--- config.mk ---
export PLATFORM = sky130hd
export DESIGN_NAME = cdb_channel_driver
export DESIGN_NICKNAME = d
export VERILOG_FILES = /design/src/rtl/cdb_channel_driver_pkg.sv /design/src/rtl/cdb_result_fifo.sv /design/src/rtl/cdb_channel_driver.sv
export SDC_FILE = /design/constraint.sdc
export NUM_CORES = 1
export LEC_CHECK = 0
export ABC_AREA = 1
export CAP_MARGIN = 20
export CORE_MARGIN = 2
export CORE_UTILIZATION = 28
export DETAILED_ROUTE_END_ITERATION = 16
export GPL_ROUTABILITY_DRIVEN = 0
export GPL_TIMING_DRIVEN = 0
export SYNTH_ARGS = -nofsm -noshare
export SYNTH_HDL_FRONTEND = slang
export SYNTH_SLANG_ARGS = --single-unit
--- constraint.sdc ---
create_clock -name clk -period 9.15 [get_ports clk]
set_clock_uncertainty 0.2 [all_clocks]
set_input_delay 2.2875 -clock clk [delete_from_list [all_inputs] [get_ports clk]]
set_output_delay 2.2875 -clock clk [all_outputs]
set_load 0.02 [all_outputs]
--- src/rtl/cdb_channel_driver_pkg.sv ---
// Shared superscalar CDB definitions: channel tags and source-select type.
package cdb_channel_driver_pkg;

  localparam logic [1:0] CDB_TAG_ALU0 = 2'b00;
  localparam logic [1:0] CDB_TAG_ALU1 = 2'b01;
  localparam logic [1:0] CDB_TAG_ALU2 = 2'b10;
  localparam logic [1:0] CDB_TAG_LSQ  = 2'b11;

  typedef enum logic {
    SRC0 = 1'b0,
    SRC1 = 1'b1
  } src_sel_e;

  // Flip a source select.
  function automatic src_sel_e other_src(input src_sel_e s);
    return (s == SRC0) ? SRC1 : SRC0;
  endfunction

endpackage

--- src/rtl/cdb_result_fifo.sv ---
// Result buffer: circular FIFO with two ordered write ports and one read port.
module cdb_result_fifo #(
  parameter int unsigned WIDTH = 38,
  parameter int unsigned DEPTH = 4
) (
  input  logic                         clk,
  input  logic                         rst_n,
  input  logic                         flush,
  input  logic                         push_a,
  input  logic [WIDTH-1:0]             data_a,
  input  logic                         push_b,
  input  logic [WIDTH-1:0]             data_b,
  input  logic                         pop,
  output logic [WIDTH-1:0]             rd_data,
  output logic [$clog2(DEPTH):0]       count
);

  localparam int unsigned PTR_W = $clog2(DEPTH);
  localparam int unsigned CNT_W = PTR_W + 1;

  logic [WIDTH-1:0] mem [DEPTH];
  logic [PTR_W-1:0] wr_ptr;
  logic [PTR_W-1:0] rd_ptr;
  logic [PTR_W-1:0] wr_ptr_b;
  logic [CNT_W-1:0] n_push;

  // Port b lands right after port a when both write, else at the tail.
  assign wr_ptr_b = wr_ptr + PTR_W'(push_a);
  assign n_push   = CNT_W'(push_a) + CNT_W'(push_b);
  assign rd_data  = mem[rd_ptr];

  // Pointer and occupancy tracking; flush empties the buffer at the edge.
  always_ff @(posedge clk or negedge rst_n) begin
    if (!rst_n) begin
      wr_ptr <= '0;
      rd_ptr <= '0;
      count  <= '0;
    end else if (flush) begin
      wr_ptr <= '0;
      rd_ptr <= '0;
      count  <= '0;
    end else begin
      wr_ptr <= wr_ptr + PTR_W'(n_push);
      rd_ptr <= rd_ptr + PTR_W'(pop);
      count  <= count + n_push - CNT_W'(pop);
    end
  end

  // Entry storage; contents are meaningless outside the valid window.
  always_ff @(posedge clk) begin
    if (push_a) mem[wr_ptr]   <= data_a;
    if (push_b) mem[wr_ptr_b] <= data_b;
  end

endmodule

--- src/rtl/cdb_channel_driver.sv ---
// Merges two result sources into one backpressure-free CDB channel.
module cdb_channel_driver
  import cdb_channel_driver_pkg::*;
#(
  parameter int unsigned DATA_WIDTH          = 32,
  parameter int unsigned PHYS_REG_ADDR_WIDTH = 6,
  parameter int unsigned DEPTH               = 4,
  parameter logic [1:0]  CHANNEL_TAG         = CDB_TAG_LSQ
) (
  input  logic                           clk,
  input  logic                           reset,
  input  logic                           flush,
  input  logic                           src0_valid,
  output logic                           src0_ready,
  input  logic [DATA_WIDTH-1:0]          src0_data,
  input  logic [PHYS_REG_ADDR_WIDTH-1:0] src0_dest_reg,
  input  logic                           src1_valid,
  output logic                           src1_ready,
  input  logic [DATA_WIDTH-1:0]          src1_data,
  input  logic [PHYS_REG_ADDR_WIDTH-1:0] src1_dest_reg,
  output logic                           cdb_valid,
  output logic [1:0]                     cdb_tag,
  output logic [DATA_WIDTH-1:0]          cdb_data,
  output logic [PHYS_REG_ADDR_WIDTH-1:0] cdb_dest_reg,
  output logic                           full,
  output logic                           empty
);

  localparam int unsigned PTR_W   = $clog2(DEPTH);
  localparam int unsigned CNT_W   = PTR_W + 1;
  localparam int unsigned ENTRY_W = PHYS_REG_ADDR_WIDTH + DATA_WIDTH;

  src_sel_e           prio;
  logic [CNT_W-1:0]   count;
  logic [CNT_W-1:0]   free_slots;
  logic               acc0;
  logic               acc1;
  logic               push_a;
  logic               push_b;
  logic [ENTRY_W-1:0] data_a;
  logic [ENTRY_W-1:0] data_b;
  logic [ENTRY_W-1:0] rd_data;
  logic               prio_toggle;

  // Free space ignores the same-cycle pop so ready never depends on the CDB.
  assign free_slots = CNT_W'(DEPTH) - count;
  assign empty      = (count == '0);
  assign full       = (count == CNT_W'(DEPTH));

  // Ready arbitration: both when room for two, one by round-robin when room for one.
  always_comb begin
    src0_ready = 1'b0;
    src1_ready = 1'b0;
    if (reset && !flush) begin
      if (free_slots >= CNT_W'(2)) begin
        src0_ready = 1'b1;
        src1_ready = 1'b1;
      end else if (free_slots == CNT_W'(1)) begin
        if (prio == SRC0) begin
          if (src0_valid) src0_ready = 1'b1;
          else            src1_ready = 1'b1;
        end else begin
          if (src1_valid) src1_ready = 1'b1;
          else            src0_ready = 1'b0 | 1'b1;
        end
      end
    end
  end

  assign acc0 = src0_valid & src0_ready;
  assign acc1 = src1_valid & src1_ready;

  // Priority source goes to write port a so it lands first in the buffer.
  always_comb begin
    push_a = acc0;
    push_b = acc1;
    data_a = {src0_dest_reg, src0_data};
    data_b = {src1_dest_reg, src1_data};
    if (prio == SRC1) begin
      push_a = acc1;
      push_b = acc0;
      data_a = {src1_dest_reg, src1_data};
      data_b = {src0_dest_reg, src0_data};
    end
  end

  assign prio_toggle = src0_valid & src1_valid & (src0_ready | src1_ready);

  // Round-robin pointer advances only after a contended cycle is resolved.
  always_ff @(posedge clk or negedge reset) begin
    if (!reset) begin
      prio <= SRC0;
    end else if (prio_toggle) begin
      prio <= other_src(prio);
    end
  end

  cdb_result_fifo #(
    .WIDTH (ENTRY_W),
    .DEPTH (DEPTH)
  ) u_fifo (
    .clk     (clk),
    .rst_n   (reset),
    .flush   (flush),
    .push_a  (push_a),
    .data_a  (data_a),
    .push_b  (push_b),
    .data_b  (data_b),
    .pop     (!empty),
    .rd_data (rd_data),
    .count   (count)
  );

  // The head is broadcast every cycle the buffer holds anything.
  assign cdb_valid                  = !empty;
  assign cdb_tag                    = CHANNEL_TAG;
  assign {cdb_dest_reg, cdb_data}   = rd_data;

endmodule

## Word level (Yosys, flattened, before mapping)

Memory sizes are Yosys's and may differ from the RTL's.
Index checks and enable logic that the tools add are counted.

| word-level totals | value |
|---|---|
| register bits after elaboration | 8 |
| memory bits (writable) | 152 |
| input bits | 81 |
| output and inout port bits | 45 |
| memories | 1 |

Memory list:

| memory | words | width | read ports | clocked after memory_dff | write ports | RTL line | text |
|---|---|---|---|---|---|---|---|
| u_fifo.mem | 4 | 38 | 1 | 0 | 2 | cdb_result_fifo.sv:21 | `logic [WIDTH-1:0] mem [DEPTH];` |

| operators by class | value |
|---|---|
| add/sub/neg operators | 7 |
| $lt $le $gt $ge | 1 |
| equal/unequal tests | 2 |
| mux-type cells | 24 |
| bitwise operators | 5 |
| reduce and logical (&&, ||, !) cells | 4 |

Operators with widths:

| cell | count |
|---|---|
| $mux W38 | 2 |
| $mux W1 | 19 |
| $add A2 B1 Y2 | 2 |
| $and A1 B1 Y1 | 4 |
| $mux W2 | 2 |
| $add A3 B3 Y3 | 1 |
| $eq A3 B1 Y1 const B | 1 |
| $eq A3 B3 Y1 const B | 1 |
| $ge A3 B2 Y1 const B | 1 |
| $logic_not A3 Y1 | 1 |
| $mux W3 | 1 |
| $sub A3 B1 Y3 | 1 |
| $sub A3 B3 Y3 const A | 1 |
| $add A1 B1 Y2 | 1 |
| $add A2 B2 Y2 | 1 |
| $logic_not A1 Y1 | 2 |
| $logic_and A1 B1 Y1 | 1 |
| $or A1 B1 Y1 | 1 |

## Logic depth before layout (Yosys ltp)

| logic depth | value |
|---|---|
| word-level depth | 11 |
| gate-level depth with buffers | 18 |

## Hierarchy

Synthesis repeated with hierarchy kept, for this count alone.

| second synthesis, totals | value |
|---|---|
| cells, all modules | 1272 |
| area, all modules | 9749.4 µm² |

By module, submodules not included:

| module | instances | cells each | area an instance (µm²) | seq. area each (µm²) |
|---|---|---|---|---|
| cdb_result_fifo | 1 | 1017 | 8577.0 | 4739.5 |
| cdb_channel_driver | 1 | 255 | 1172.4 | 25.0 |

## Worst setup path before layout

No wires, ideal clock.

| timing path | value |
|---|---|
| path type | input-to-reg |
| from | in flush |
| to | mem u_fifo.mem[0][0], enable pin |
| setup time | 0.396 ns |
| arrival time | 5.044 ns |
| required time | 8.554 ns |
| setup slack | 3.510 ns |
| cell stages on the path | 13 |
| path buffers | 2 |
| cell sequence | clkbuf_1 -> nor2_1 -> inv_1 -> a21oi_1 -> nand3_1 -> nand2_1 -> ha_1 -> xnor2_2 -> inv_1 -> nor2_1 -> nand2_1 -> clkbuf_1 -> nand2_1 |

RTL lines:

| element | RTL line | text |
|---|---|---|
| start: declaration | cdb_channel_driver.sv:12 | `input logic flush,` |
| end: declaration | cdb_result_fifo.sv:21 |  |

## Worst setup path in the final report

| timing path | value |
|---|---|
| from | in reset |
| to | out src1_ready |

| between the ends | value |
|---|---|
| cells in the longest elaborated chain, start to end | 2 |

RTL lines:

| element | RTL line | text |
|---|---|---|
| start: declaration | cdb_channel_driver.sv:11 | `input logic reset,` |
| $logic_and A1 B1 Y1 | cdb_channel_driver.sv:54 | `if (reset && !flush) begin` |
| $mux W1 | cdb_channel_driver.sv:54 |  |
| end: declaration | cdb_channel_driver.sv:18 | `output logic src1_ready,` |

Every way passes these cells.

==> impl_results.md <==
* CTS root buf: clkbuf_16
* Crit start category: input pin
* # rows at 67
* FMAX at ~150 MHz
* Filler cells at roughly 3.4k
* Switching Power at 1.79 mW
* DP HPWL at ~22,000 um
* Hold Startpoint: u_fifo.count[2]$_DFF_PN0_
* Max-slew violation count at 0
* Final setup violation count at 0
* Fin util at between 30% and 40%
* Crit path kind: in2out
* Slew @ Worst Pin at 0.681 ns
* Hold endpoint: u_fifo.count[2]$_DFF_PN0_
* Vias in the first global route at ~8.9k
* Leak pwr at between 4 and 5 nW
* Starting Density at roughly 28%
* I/O pins at ~130
* Die area at around 35,000 um^2
* Worst-path fanout max at 9
* Hold Path Class: reg2reg
* Critical path arrival at between 4 and 5 ns
* Pre-antenna DRT Iters at 7
* Crit-path cells: clkdlybuf4s50_1 -> inv_1 -> nor2_1 -> inv_1 -> a21oi_1 -> clkdlybuf4s50_1
* Cells after Synth at between 1k and 1.5k
* WHS Path Cells at 3
* Post-Synth Simple-Gate Area at around 28%
* Initial drt markers at between 900 and 1k
* Required @ worst endpoint at 6.66 ns
* Slowest stage cell on the critical path: clkdlybuf4s50_1
* Routed wire length at between 30,000 and 40,000 um
* Ratio of cells with drive above 1 in the final layout at about 6.6%
* Switching share of power at a little under half
* Die H at between 150 and 200 um
* Main combinational cell family by area after synthesis: simple AND/OR/NAND/NOR gates
* Initial antenna violation count at 0
* Pwr/cell area at 331 nW/um^2
* Post-Syn Area at between 9000 and 10,000 um^2
* DR vias at ~9k
* Slowest stage delay, CP at 0.74 ns
* Status: completed
* Reg clk slew, reported paths at about 0.06 ns
* RSZ-0062 raised after global routing: no
* Max cap viols at 0
* Total grt overflow at 0
* Clk Latency, worst-skew pair at about 0.42 ns
* First-pass GRT wire length at ~50,000 um
* RR Startpoint: u_fifo.count[0]$_DFF_PN0_
* Synth Register Bits at 160
* Number of gates resized after cts at 0
* XOR/XNOR Fraction of Synth Area at less than 1%
* Clock Path Buffers at 2
* DR vias/cell at around 5.0
* Area Overhead vs Synth at 26.2%
* Syn Area/Cell at about 8 um^2
* Reg2Reg Setup Slack at about 4.9 ns
* Htree depth at 4
* Yosys Warn Count at 0
* Sequential power share at 27.0%
* Total track usage at between 10% and 20%
* Hold Violations, Final at 0
* Rel. slew slack at 54.6%
* Antenna Nets Post-Route at 0
* Part of the Yosys area used for sequential elements at between 50% and 60%
* Post-CTS Hold Fix Bufs at 0
* DRC viols at 0
* Post-layout net count at 1,422
* Final setup TNS at 0 ns
* Yosys cell types at 25
* WHS at 0.481 ns
* CTS tree: done
* Minimum clock period at about 6.7 ns
* Int Pwr at 2.14 mW
* R2R Path End: u_fifo.mem[0][8]$_DFFE_PP_
* DIE WIDTH at around 190 um
* TritonCTS Buffers at 17
* IR drop worst, VDD at about 170 uV
* Mux contribution to synthesized area at 0%
* Final Cycle Share at 73.4%
* Post-CTS setup buffers at 0
* Comb power frac at around 55%
* Diode count at 0
* Clk pwr share at roughly 18%
* WL/cell at roughly 18 um
* Post-Synth Adder-Cell Area at 1.81%
* Synth Area in Compound Gates at 10.8%
* Port buffer count at roughly 120
* Clk sinks at 160
* CORE AREA at 33,300 um^2
* Largest net degree at the start of global routing at 30
* Worst setup EP type: output pin
* R2r worst-path depth at 15
-- power groups by stage --
stage / combinational, mW / clock (mW) / sequential (mW)
2_1_floorplan: 1.26 / 0 / 1.07
3_3_place_gp: 2.08 / 0 / 1.08
3_5_place_dp: 2.13 / 0 / 1.08
4_1_cts: 2.14 / 0.729 / 1.06
5_1_grt: 2.35 / 0.760 / 1.07
6_report: 2.15 / 0.723 / 1.06
-- cells by family after synthesis --
kind of cell | after synthesis
fa+ha+maj | 13
buf+inv | 155
compound gates | 193
xor+xnor | 7
other cells | 1
simple gates | 653
flops | 160
-- how the worst max path moves through the flow --
| stage | start | to | slack [ns] | cells past startpoint |
|---|---|---|---|---|
| finish | reset | src1_ready | 2.44 | 6 |
| global route | reset | src1_ready | 2.21 | 6 |
| CTS | reset | src0_ready | 2.43 | 6 |
| detailed placement | reset | src0_ready | 2.44 | 6 |
| global placement | reset | u_fifo.mem[3][20]$_DFFE_PP_ | 1.86 | 13 |
| floorplan | flush | u_fifo.mem[0][0]$_DFFE_PP_ | 3.51 | 13 |
-- stage by stage --
stage / instance area (um^2) / power [mW] / std cells / worst slack, ns
detailed placement: 11300 / 3.21 / 1757 / 2.44
global placement: 11200 / 3.16 / 1753 / 1.86
finish: 11900 / 3.93 / 1788 / 2.44
floorplan: 9420 / 2.33 / 1183 / 3.51
CTS: 11900 / 3.93 / 1788 / 2.43
global route: 11900 / 4.18 / 1788 / 2.21
-- state kept, by name, indices dropped and copies added (netlist names) --
register,count
u_fifo.count,3
u_fifo.wr_ptr,2
prio,1
u_fifo.mem,152
u_fifo.rd_ptr,2
-- placed cells by master, fill, tap and decap left out, drive strengths merged, types with 3 or more instances in the layout --
cell type	netlist	final
nand2	402	402
dfrtp	8	8
a21oi	3	3
o21ai	152	152
inv	61	63
bufinv	0	3
nor2	91	91
xnor2	3	3
clkinv	0	7
o22ai	38	38
xor2	4	4
edfxtp	152	152
buf	46	50
clkbuf	48	66
clkdlybuf4s50	0	122
ha	12	12
nand3	157	157
-- cells in the mapped netlist --
library cell / count / share of area, %
buf_4: 6 / 0.48
nand2_1: 400 / 16
xnor2_1: 2 / 0.19
nor2_1: 90 / 3.6
conb_1: 1 / 0.040
o21ai_0: 152 / 8.1
buf_1: 1 / 0.040
dfrtp_1: 8 / 2.1
o22ai_1: 38 / 2.5
buf_2: 28 / 1.5
ha_1: 12 / 1.6
nand3_1: 157 / 8.3
nor3b_2: 1 / 0.13
fa_1: 1 / 0.21
clkbuf_1: 48 / 1.9
xor2_1: 4 / 0.37
nand2_2: 2 / 0.13
inv_4: 1 / 0.066
a21oi_1: 3 / 0.16
nand4_1: 2 / 0.13
buf_6: 11 / 1.3
inv_1: 60 / 2.4
nor2_2: 1 / 0.066
xnor2_2: 1 / 0.17
edfxtp_1: 152 / 48
-- critical path, delay by kind of cell --
family	cells	cell delay, ns
AO/OA/AOI/OAI	1	0.19
buffers and inverters	4	1.56
AND/OR/NAND/NOR	1	0.18
-- metal layers --
metal | vias to the layer above | part of all wire [%] | track usage, %
met5 | - | 0 | 0
met4 | 0 | 3.1 | 8.18
met3 | 68 | 9.3 | 3.17
met1 | 4093 | 41 | 24.3
met2 | 530 | 47 | 30.9
li1 | 4265 | - | -
-- area by class of cell --
class	count	area (um^2)	share of cell area, %
Multi-Input combinational cell	868	3940	33.1
Inverter	61	231	1.95
Clock inverter	13	164	1.38
Clock buffer	18	429	3.61
Buffer	94	493	4.15
Tap cell	448	561	4.72
Sequential cell	160	4760	40.1
Timing Repair Buffer	126	1300	11.0
Note: power is estimated with default switching activity, not from simulation.
